[src/rtl/instruction_assembler_pkg.sv]
// Shared definitions for the MCS-51 instruction assembler.
// Provides the instruction-size enum, the opcode-length lookup function and a
// handful of named opcodes that show up in directed tests.
package instruction_assembler_pkg;

    typedef enum logic [1:0] {
        SIZE_1 = 2'd1,
        SIZE_2 = 2'd2,
        SIZE_3 = 2'd3
    } instr_size_e;

    localparam logic [7:0] OP_NOP       = 8'h00;
    localparam logic [7:0] OP_LJMP      = 8'h02;
    localparam logic [7:0] OP_ACALL     = 8'h11;
    localparam logic [7:0] OP_MOV_A_IMM = 8'h74;
    localparam logic [7:0] OP_MOV_DPTR  = 8'h90;
    localparam logic [7:0] OP_RESERVED  = 8'hA5;
    localparam logic [7:0] OP_CJNE_IMM  = 8'hB4;
    localparam logic [7:0] OP_MOV_A_DIR = 8'hE5;

    // Total instruction length in bytes, from the standard MCS-51 opcode map.
    function automatic instr_size_e opcode_size(input logic [7:0] opcode);
        instr_size_e size;
        size = SIZE_1;
        // AJMP/ACALL occupy every opcode with low nibble 1
        if (opcode[3:0] == 4'h1) begin
            size = SIZE_2;
        end else if (opcode inside {
                8'h05, 8'h15, 8'h24, 8'h25, 8'h34, 8'h35, 8'h40, 8'h42, 8'h44, 8'h45,
                8'h50, 8'h52, 8'h54, 8'h55, 8'h60, 8'h62, 8'h64, 8'h65, 8'h70, 8'h72,
                8'h74, 8'h76, 8'h77, [8'h78:8'h7F], 8'h80, 8'h82, 8'h86, 8'h87,
                [8'h88:8'h8F], 8'h92, 8'h94, 8'h95, 8'hA0, 8'hA2, 8'hA6, 8'hA7,
                [8'hA8:8'hAF], 8'hB0, 8'hB2, 8'hC0, 8'hC2, 8'hC5, 8'hD0, 8'hD2,
                [8'hD8:8'hDF], 8'hE5, 8'hF5}) begin
            size = SIZE_2;
        end
        if (opcode inside {8'h02, 8'h10, 8'h12, 8'h20, 8'h30, 8'h43, 8'h53, 8'h63,
                           8'h75, 8'h85, 8'h90, [8'hB4:8'hBF], 8'hD5}) begin
            size = SIZE_3;
        end
        return size;
    endfunction

endpackage

[src/rtl/instruction_assembler_byte_queue.sv]
// Circular byte queue between the fetch beat and the instruction slot.
// Ports:
//   i_clk     - core clock
//   i_clear   - synchronous empty (reset or redirect)
//   i_push    - write one beat; its lowest i_skip bytes are dropped
//   i_data    - fetch beat, byte k in bits [8k+7:8k]
//   i_skip    - number of leading beat bytes to drop
//   i_pop     - remove i_pop_n bytes from the head
//   i_pop_n   - 1..3 bytes to pop
//   o_peek0-2 - head byte and the two following bytes
//   o_count   - bytes currently held
module instruction_assembler_byte_queue #(
    parameter int unsigned FETCH_BYTES = 2,
    parameter int unsigned QUEUE_DEPTH = 8,
    parameter int unsigned SKIP_WIDTH  = 1
) (
    input  logic                           i_clk,
    input  logic                           i_clear,
    input  logic                           i_push,
    input  logic [8*FETCH_BYTES-1:0]       i_data,
    input  logic [SKIP_WIDTH-1:0]          i_skip,
    input  logic                           i_pop,
    input  logic [1:0]                     i_pop_n,
    output logic [7:0]                     o_peek0,
    output logic [7:0]                     o_peek1,
    output logic [7:0]                     o_peek2,
    output logic [$clog2(QUEUE_DEPTH):0]   o_count
);

    localparam int unsigned PtrW = $clog2(QUEUE_DEPTH);
    localparam int unsigned CntW = PtrW + 1;

    logic [7:0]      r_mem [QUEUE_DEPTH];
    logic [PtrW-1:0] r_rd_ptr;
    logic [PtrW-1:0] r_wr_ptr;
    logic [CntW-1:0] r_count;
    logic [CntW-1:0] w_wr_n;
    logic [CntW-1:0] w_pop_n;

    always_comb begin
        w_wr_n  = i_push ? (CntW'(FETCH_BYTES) - CntW'(i_skip)) : '0;
        w_pop_n = i_pop ? CntW'(i_pop_n) : '0;
    end

    always_ff @(posedge i_clk) begin
        if (i_clear) begin
            r_rd_ptr <= '0;
            r_wr_ptr <= '0;
            r_count  <= '0;
        end else begin
            if (i_push) begin
                // Surviving bytes are packed down so the first kept byte lands at wr_ptr
                for (int k = 0; k < FETCH_BYTES; k++) begin
                    if (k >= int'(i_skip)) begin
                        r_mem[r_wr_ptr + PtrW'(k) - PtrW'(i_skip)] <= i_data[8*k +: 8];
                    end
                end
                r_wr_ptr <= r_wr_ptr + PtrW'(w_wr_n);
            end
            if (i_pop) begin
                r_rd_ptr <= r_rd_ptr + PtrW'(i_pop_n);
            end
            r_count <= r_count + w_wr_n - w_pop_n;
        end
    end

    assign o_peek0 = r_mem[r_rd_ptr];
    assign o_peek1 = r_mem[r_rd_ptr + PtrW'(1)];
    assign o_peek2 = r_mem[r_rd_ptr + PtrW'(2)];
    assign o_count = r_count;

endmodule

[src/rtl/instruction_assembler.sv]
// MCS-51 instruction assembler: buffers code-memory fetch beats and presents
// whole instructions (opcode, operands, size, address) in a valid/ready slot.
// Ports:
//   i_clk, i_reset    - clock, synchronous active-high reset
//   i_fetch_*         - fetch beat input; o_fetch_ready when a full beat fits
//   i_flush, i_flush_pc - redirect to a new (possibly unaligned) address
//   o_instr_*         - output slot; i_instr_ready consumes it
//   o_queue_count     - bytes buffered behind the slot
module instruction_assembler
    import instruction_assembler_pkg::*;
#(
    parameter int unsigned FETCH_BYTES = 2,
    parameter int unsigned QUEUE_DEPTH = 8,
    parameter int unsigned ADDR_WIDTH  = 16
) (
    input  logic                         i_clk,
    input  logic                         i_reset,
    input  logic [8*FETCH_BYTES-1:0]     i_fetch_data,
    input  logic                         i_fetch_valid,
    output logic                         o_fetch_ready,
    input  logic                         i_flush,
    input  logic [ADDR_WIDTH-1:0]        i_flush_pc,
    output logic                         o_instr_valid,
    input  logic                         i_instr_ready,
    output logic [7:0]                   o_instr_opcode,
    output logic [7:0]                   o_instr_operand1,
    output logic [7:0]                   o_instr_operand2,
    output logic [1:0]                   o_instr_size,
    output logic [ADDR_WIDTH-1:0]        o_instr_pc,
    output logic [$clog2(QUEUE_DEPTH):0] o_queue_count
);

    localparam int unsigned CntW  = $clog2(QUEUE_DEPTH) + 1;
    localparam int unsigned SkipW = (FETCH_BYTES > 1) ? $clog2(FETCH_BYTES) : 1;

    logic [CntW-1:0]       w_count;
    logic [7:0]            w_peek0;
    logic [7:0]            w_peek1;
    logic [7:0]            w_peek2;
    instr_size_e           w_head_size;
    logic                  w_clear;
    logic                  w_push;
    logic                  w_load;

    logic [SkipW-1:0]      r_align_skip;
    logic [ADDR_WIDTH-1:0] r_pc;
    logic                  r_valid;
    logic [7:0]            r_opcode;
    logic [7:0]            r_operand1;
    logic [7:0]            r_operand2;
    logic [1:0]            r_size;
    logic [ADDR_WIDTH-1:0] r_instr_pc;

    assign w_head_size   = opcode_size(w_peek0);
    assign o_fetch_ready = (CntW'(QUEUE_DEPTH) - w_count) >= CntW'(FETCH_BYTES);
    assign w_clear       = i_reset | i_flush;
    assign w_push        = i_fetch_valid & o_fetch_ready & ~w_clear;
    // Head size is at least 1, so an empty queue never loads
    assign w_load        = ~w_clear & (~r_valid | i_instr_ready)
                         & (w_count >= CntW'(w_head_size));

    instruction_assembler_byte_queue #(
        .FETCH_BYTES (FETCH_BYTES),
        .QUEUE_DEPTH (QUEUE_DEPTH),
        .SKIP_WIDTH  (SkipW)
    ) u_byte_queue (
        .i_clk   (i_clk),
        .i_clear (w_clear),
        .i_push  (w_push),
        .i_data  (i_fetch_data),
        .i_skip  (r_align_skip),
        .i_pop   (w_load),
        .i_pop_n (w_head_size),
        .o_peek0 (w_peek0),
        .o_peek1 (w_peek1),
        .o_peek2 (w_peek2),
        .o_count (w_count)
    );

    always_ff @(posedge i_clk) begin
        if (i_reset) begin
            r_pc         <= '0;
            r_align_skip <= '0;
            r_valid      <= 1'b0;
            r_opcode     <= '0;
            r_operand1   <= '0;
            r_operand2   <= '0;
            r_size       <= '0;
            r_instr_pc   <= '0;
        end else if (i_flush) begin
            r_pc         <= i_flush_pc;
            // Bytes of the first beat below the target address are not code
            r_align_skip <= SkipW'(i_flush_pc & ADDR_WIDTH'(FETCH_BYTES - 1));
            r_valid      <= 1'b0;
        end else begin
            if (w_push) begin
                r_align_skip <= '0;
            end
            if (w_load) begin
                r_valid    <= 1'b1;
                r_opcode   <= w_peek0;
                r_operand1 <= (w_head_size >= SIZE_2) ? w_peek1 : 8'h00;
                r_operand2 <= (w_head_size == SIZE_3) ? w_peek2 : 8'h00;
                r_size     <= w_head_size;
                r_instr_pc <= r_pc;
                r_pc       <= r_pc + ADDR_WIDTH'(w_head_size);
            end else if (i_instr_ready) begin
                // Consumed with nothing complete behind it
                r_valid <= 1'b0;
            end
        end
    end

    assign o_instr_valid    = r_valid;
    assign o_instr_opcode   = r_opcode;
    assign o_instr_operand1 = r_operand1;
    assign o_instr_operand2 = r_operand2;
    assign o_instr_size     = r_size;
    assign o_instr_pc       = r_instr_pc;
    assign o_queue_count    = w_count;

endmodule

[config.mk]
export PLATFORM = sky130hd
export DESIGN_NAME = instruction_assembler
export DESIGN_NICKNAME = d
export VERILOG_FILES = /design/src/rtl/instruction_assembler_pkg.sv /design/src/rtl/instruction_assembler_byte_queue.sv /design/src/rtl/instruction_assembler.sv
export SDC_FILE = /design/constraint.sdc
export NUM_CORES = 1
export LEC_CHECK = 0
export BUFFER_PORTS_ARGS = -buffer_cell sky130_fd_sc_hd__buf_4
export CAP_MARGIN = 10
export CORE_MARGIN = 8
export CORE_UTILIZATION = 60
export CTS_CLUSTER_DIAMETER = 200
export DETAILED_ROUTE_END_ITERATION = 8
export PLACE_DENSITY = 0.93
export SETUP_SLACK_MARGIN = 0.02
export SYNTH_ARGS = -nofsm -noshare
export SYNTH_HDL_FRONTEND = slang
export SYNTH_HIERARCHICAL = 1
export SYNTH_SLANG_ARGS = --single-unit
[constraint.sdc]
create_clock -name i_clk -period 7.1 [get_ports i_clk]
set_input_delay 1.065 -clock i_clk [delete_from_list [all_inputs] [get_ports i_clk]]
set_output_delay 1.065 -clock i_clk [all_outputs]
set_load 0.01 [all_outputs]
# == Word-level counts from Yosys, hierarchy flattened ==
# Memory sizes are Yosys's and may differ from the RTL's. A register that Yosys moved wholly into a read port is not among the register bits.
# Cells that the tools add are included.
# totals
ff_bits,70
ram_bits,64
input_bits,37
output_inout_bits,48
memories,1
# mem_list
name,words,width,rd,rd_clocked_by_memory_dff,wr,line_no,source
u_byte_queue.r_mem,8,8,3,1,2,instruction_assembler_byte_queue.sv:33,logic [7:0] r_mem [QUEUE_DEPTH];
# op_classes
n_addsub,12
magnitude_cmp,14
n_eq_ne,57
mux,22
n_bitwise,9
n_reduce_logical,12
# ops
op,count
"8-bit equality test, second input constant",23
"8-bit by 7-bit equality test with 1-bit output, second input constant",21
"8-bit by 6-bit equality test with 1-bit output, second input constant",6
47-bit nonzero test,1
"8-bit greater-or-equal comparator, second input constant",4
"8-bit less-or-equal comparator, second input constant",4
16-bit two-way mux,2
"8-bit by 5-bit equality test with 1-bit output, second input constant",3
16-bit by 2-bit adder with 16-bit output,1
8-bit two-way mux,2
13-bit nonzero test,1
1-bit two-way mux,11
"8-bit by 2-bit equality test with 1-bit output, second input constant",1
"8-bit by 3-bit equality test with 1-bit output, second input constant",1
"8-bit by 7-bit greater-or-equal comparator with 1-bit output, second input constant",1
"8-bit by 7-bit less-or-equal comparator with 1-bit output, second input constant",1
2-bit two-way mux,4
"3-bit by 1-bit adder with 3-bit output, second input constant",2
3-bit two-way mux,2
2-bit nonzero test,3
3-bit by 1-bit subtractor with 3-bit output,2
1-bit logical AND,5
4-bit adder,1
1-bit bitwise AND,4
other kinds (17),20

# == Logic depth before layout (Yosys ltp) ==
# logic_depth
word_depth,10
mapped_depth,26
ltp_nobuf,20

# == Hierarchy ==
# The synthesis kept the hierarchy.
# by_module_without_submodules
module,instances,cells_each,area_per_inst_um2,seq_area_each_um2
instruction_assembler_byte_queue,1,348,5167.5,2182.1
instruction_assembler,1,398,3042.9,1201.2

# == Worst setup path after synthesis ==
# No wires, ideal clock.
# synth_timing
kind,reg2reg
startpoint,register with a tool-made name
endpoint,register u_byte_queue.r_count[3] (netlist: u_byte_queue/o_count[3])
setup_time_ns,0.074
arrival_time_ns,5.996
setup_slack_ns,1.029
path_stages_with_launch,26
synth_period_minus_slack_ns,6.071
path_cell_list,dfxtp_1 > buf_2 > buf_4 > mux4_2 > mux2_2 > clkbuf_1 > and4b_1 > a31oi_1 > a21oi_1 > or4_4 > nor2_4 > ha_1 > nand2b_1 > a2111oi_0 > or3_1 > buf_2 > inv_2 > buf_2 > buf_2 > and2_1 > fa_1 > inv_1 > ha_1 > a21o_1 > a2111o_1 > o21ai_0
# synth_rtl
item,line_no,source
to (signal assigned),instruction_assembler_byte_queue.sv:63,r_count <= r_count + w_wr_n - w_pop_n;
to (decl),instruction_assembler_byte_queue.sv:36,logic [CntW-1:0] r_count;

==> results.yml <==
worst_setup_path:
  slowest_delay_ps: 820
  worstPathMaxFanout: 75
  cp_slowest_cell: "dfxtp_1"
  worst_setup_path_start_kind: "flop"
  cp.arrival_ps: 6720
  endpoint_kind: "flop"
  crit_top_cell: "ha_1"
  crit_type: "reg2reg"
  critPathRequiredTime_ps: 7460
  worstPathCellList: "mux4_2 > mux2_2 > nor2b_1 > nor3b_1 > o311a_1 > or4_4 > nor2_4 > ha_1 > nand2b_1 > a2111oi_0 > or3_1 > inv_2 > buf_4 > and2_1 > ha_1 > inv_1 > ha_1 > a21o_1 > a2111o_1 > o21ai_0"
layout:
  finish.utilization: 0.711
  synthToLayoutAreaGrowth_pct: 15.2
  multiInputGateArea_mm2: 0.00450
  final_nets: 863
  n_fill_cell: 918
  drive_above_1_share: 0.338
  n_antenna_cell: 0
  seq_area_mm2: 0.00338
logic_synthesis:
  ys_async_sr_fraction: 0
  yosysTopAreaCellShare: 0.234
  synthesis.area_mm2: 0.00821
  ys_types: 67
  synth-edff-count: 64
  synth_common_cells: "nand2_1 (98), mux2_2 (84), dfxtp_1 (73)"
  syn-instance-count: 746
  synthFlopType: "dfxtp_1"
  avgSynthCellArea_um2: 11.0
  synth_seq_area_share: 0.412
  yosysTopAreaCell: "edfxtp_1"
  postSynthNetCount: 805
  ys.warnings.count: 6
  synth.most_common_cell: "nand2_1"
  ys_top_cells_by_area: "edfxtp_1 (23%), dfxtp_1 (18%), mux2_2 (12%)"
  yosys_register_bits: 137
clock_network:
  clkTransAtPathRegs_ps: 60
  postCtsResizedCells: 0
  cts_tree: "built"
  cts_buffers: 17
  h-tree-depth: 4
  ctsLongestPathBuffers: 2
  clk_latency_ps: 430
  cts_setup_buffers: 0
  cts_root_buf: "clkbuf_16"
  clock_sinks: 137
  cts_hold_buf: 0
timing:
  setup_violations: 0
  fin_skew_ps: 9.90
  max_freq_mhz: 157
  relSlewSlack: 0.351
  period_needed_ps: 6370
  rsz0062_at_grt: "no"
  slew_violations: 0
  hold-worst-slack_ps: 453
  hold_viol_final: 0
  fin_tns_setup_ps: 0
  period_share: 0.897
  worst_pin_slew_ps: 974
min_path:
  hold_path_class: "reg2reg"
drt:
  drtIter0Drc: 544
  final_antenna_net_count: 0
  via_per_inst: 6.38
  dr_total_vias: 6340
  wirelength_um: 20400
  drc: 0
  routedWlPerCell_um: 20.5
  drt_first_pass_iters: 5
grt:
  grt_max_degree: 76
  grt-ovfl-total: 0
  grt.total_usage: 0.231
  grt_pass1_wl_um: 32700
  antenna_found_initial: 0
  grt_pass1_vias: 6211
placement:
  dp_hpwl_um: 14200
  io_buffer_count: 84
  gp_congestion: 0.895
pwr:
  p_per_area_mw_per_mm2: 221
  leakage_nw: 3.40
  ir_drop_mv: 0.297
floorplanning:
  coreArea_mm2: 0.0133
  start_util: 0.618
  die_h_um: 133
  ios: 85
  placementRows: 42
  dieWidth_um: 133
  dieArea_mm2: 0.0177
run_status:
  status: "finished clean"
flow_run:
  maxCapViolations: 0
where the power goes:
group	switching, mW	internal [mW]	leakage [nW]
clock network	0.365	0.511	0.288
registers	0.0358	0.854	1.17
logic	0.177	0.144	1.95
total	0.578	1.51	3.40
cell usage in the layout, fill, tap and decap left out, types with 3 or more instances in the layout:
cell type	n
a21oi_1	52
a22oi_1	16
a31oi_1	17
a32oi_1	3
and2_1	4
and3_1	7
buf_4	93
clkbuf_16	18
dfxtp_1	72
edfxtp_1	64
fa_1	5
ha_1	17
inv_1	17
inv_6	6
mux2_1	4
mux2_2	84
mux2_4	16
mux2i_1	4
mux4_2	36
nand2_1	98
nand2b_1	10
nand3_1	14
nand3b_1	3
nand4_1	7
nand4b_1	3
nor2_1	23
nor2b_1	11
nor3_1	4
nor3b_1	11
nor4b_1	3
o211ai_1	7
o21ai_0	7
o21ai_1	18
o31ai_1	4
or3_1	7
xor2_1	6
stage by stage:
| stage | total power [mW] | setup WS [ps] | cell area [um2] | std cells |
|---|---|---|---|---|
| after floorplan | 1.11 | 1030 | 8210 | 746 |
| final | 2.09 | 733 | 9460 | 993 |
| after detailed placement | 1.22 | 812 | 8870 | 961 |
| after global placement | 1.20 | 1000 | 8870 | 961 |
| after global routing | 2.16 | 334 | 9460 | 993 |
| after CTS | 2.09 | 756 | 9460 | 993 |
registers in the layout, summed over array words and instances (netlist names), named ones only:
| register | cells |
|---|---|
| u_byte_queue/r_wr_ptr | 3 |
| u_byte_queue/r_mem | 64 |
| o_instr_operand2 | 8 |
| u_byte_queue/o_count | 4 |
| o_instr_size | 2 |
| u_byte_queue/r_rd_ptr | 3 |
| r_align_skip | 1 |
| r_pc | 16 |
| o_instr_operand1 | 8 |
| o_instr_opcode | 8 |
| o_instr_pc | 16 |
| o_instr_valid | 1 |
area by class of cell:
type | instances | share of cell area
well taps | 176 | 0.0233
clock inverters | 14 | 0.0144
flip-flops and latches | 137 | 0.358
inverters | 18 | 0.00715
multi-input cells | 537 | 0.476
clock buffers | 18 | 0.0476
repair buffers | 93 | 0.0738
per-layer routing:
layer,part of all wire,vias to the layer above,global-route usage
met5,0,-,0
met4,0.017,0,0.0839
met3,0.080,27,0.0666
met2,0.48,322,0.374
met1,0.42,3081,0.287
li1,-,2910,-
kinds of logic after synthesis:
logic type / after synthesis / share of synthesized area
XOR/XNOR: 10 / 0.0125
flip-flops: 137 / 0.412
multiplexers: 144 / 0.254
buffers and inverters: 72 / 0.0401
AND/OR/NAND/NOR: 222 / 0.140
AO/OA/AOI/OAI: 139 / 0.103
adder cells (fa/ha/maj): 22 / 0.0381
worst max-delay path: cells and delay by family (launching register included):
family / cells / cell delay, ps
buf+inv: 3 / 490
fa+ha+maj: 3 / 760
flops: 1 / 820
mux: 2 / 980
simple gates: 7 / 1770
compound gates: 5 / 1450
path summary, 6_finish.rpt:
kind                       start                       to  slack [ps]  cells past startpoint
max reg2reg                 flop  u_byte_queue/o_count[3]         730                     20
max                         flop  u_byte_queue/o_count[3]         730                     20
min          o_instr_operand2[6]      o_instr_operand2[6]         450                      2
min reg2reg  o_instr_operand2[6]      o_instr_operand2[6]         450                      2
Note: power is estimated with default switching activity, not from simulation.
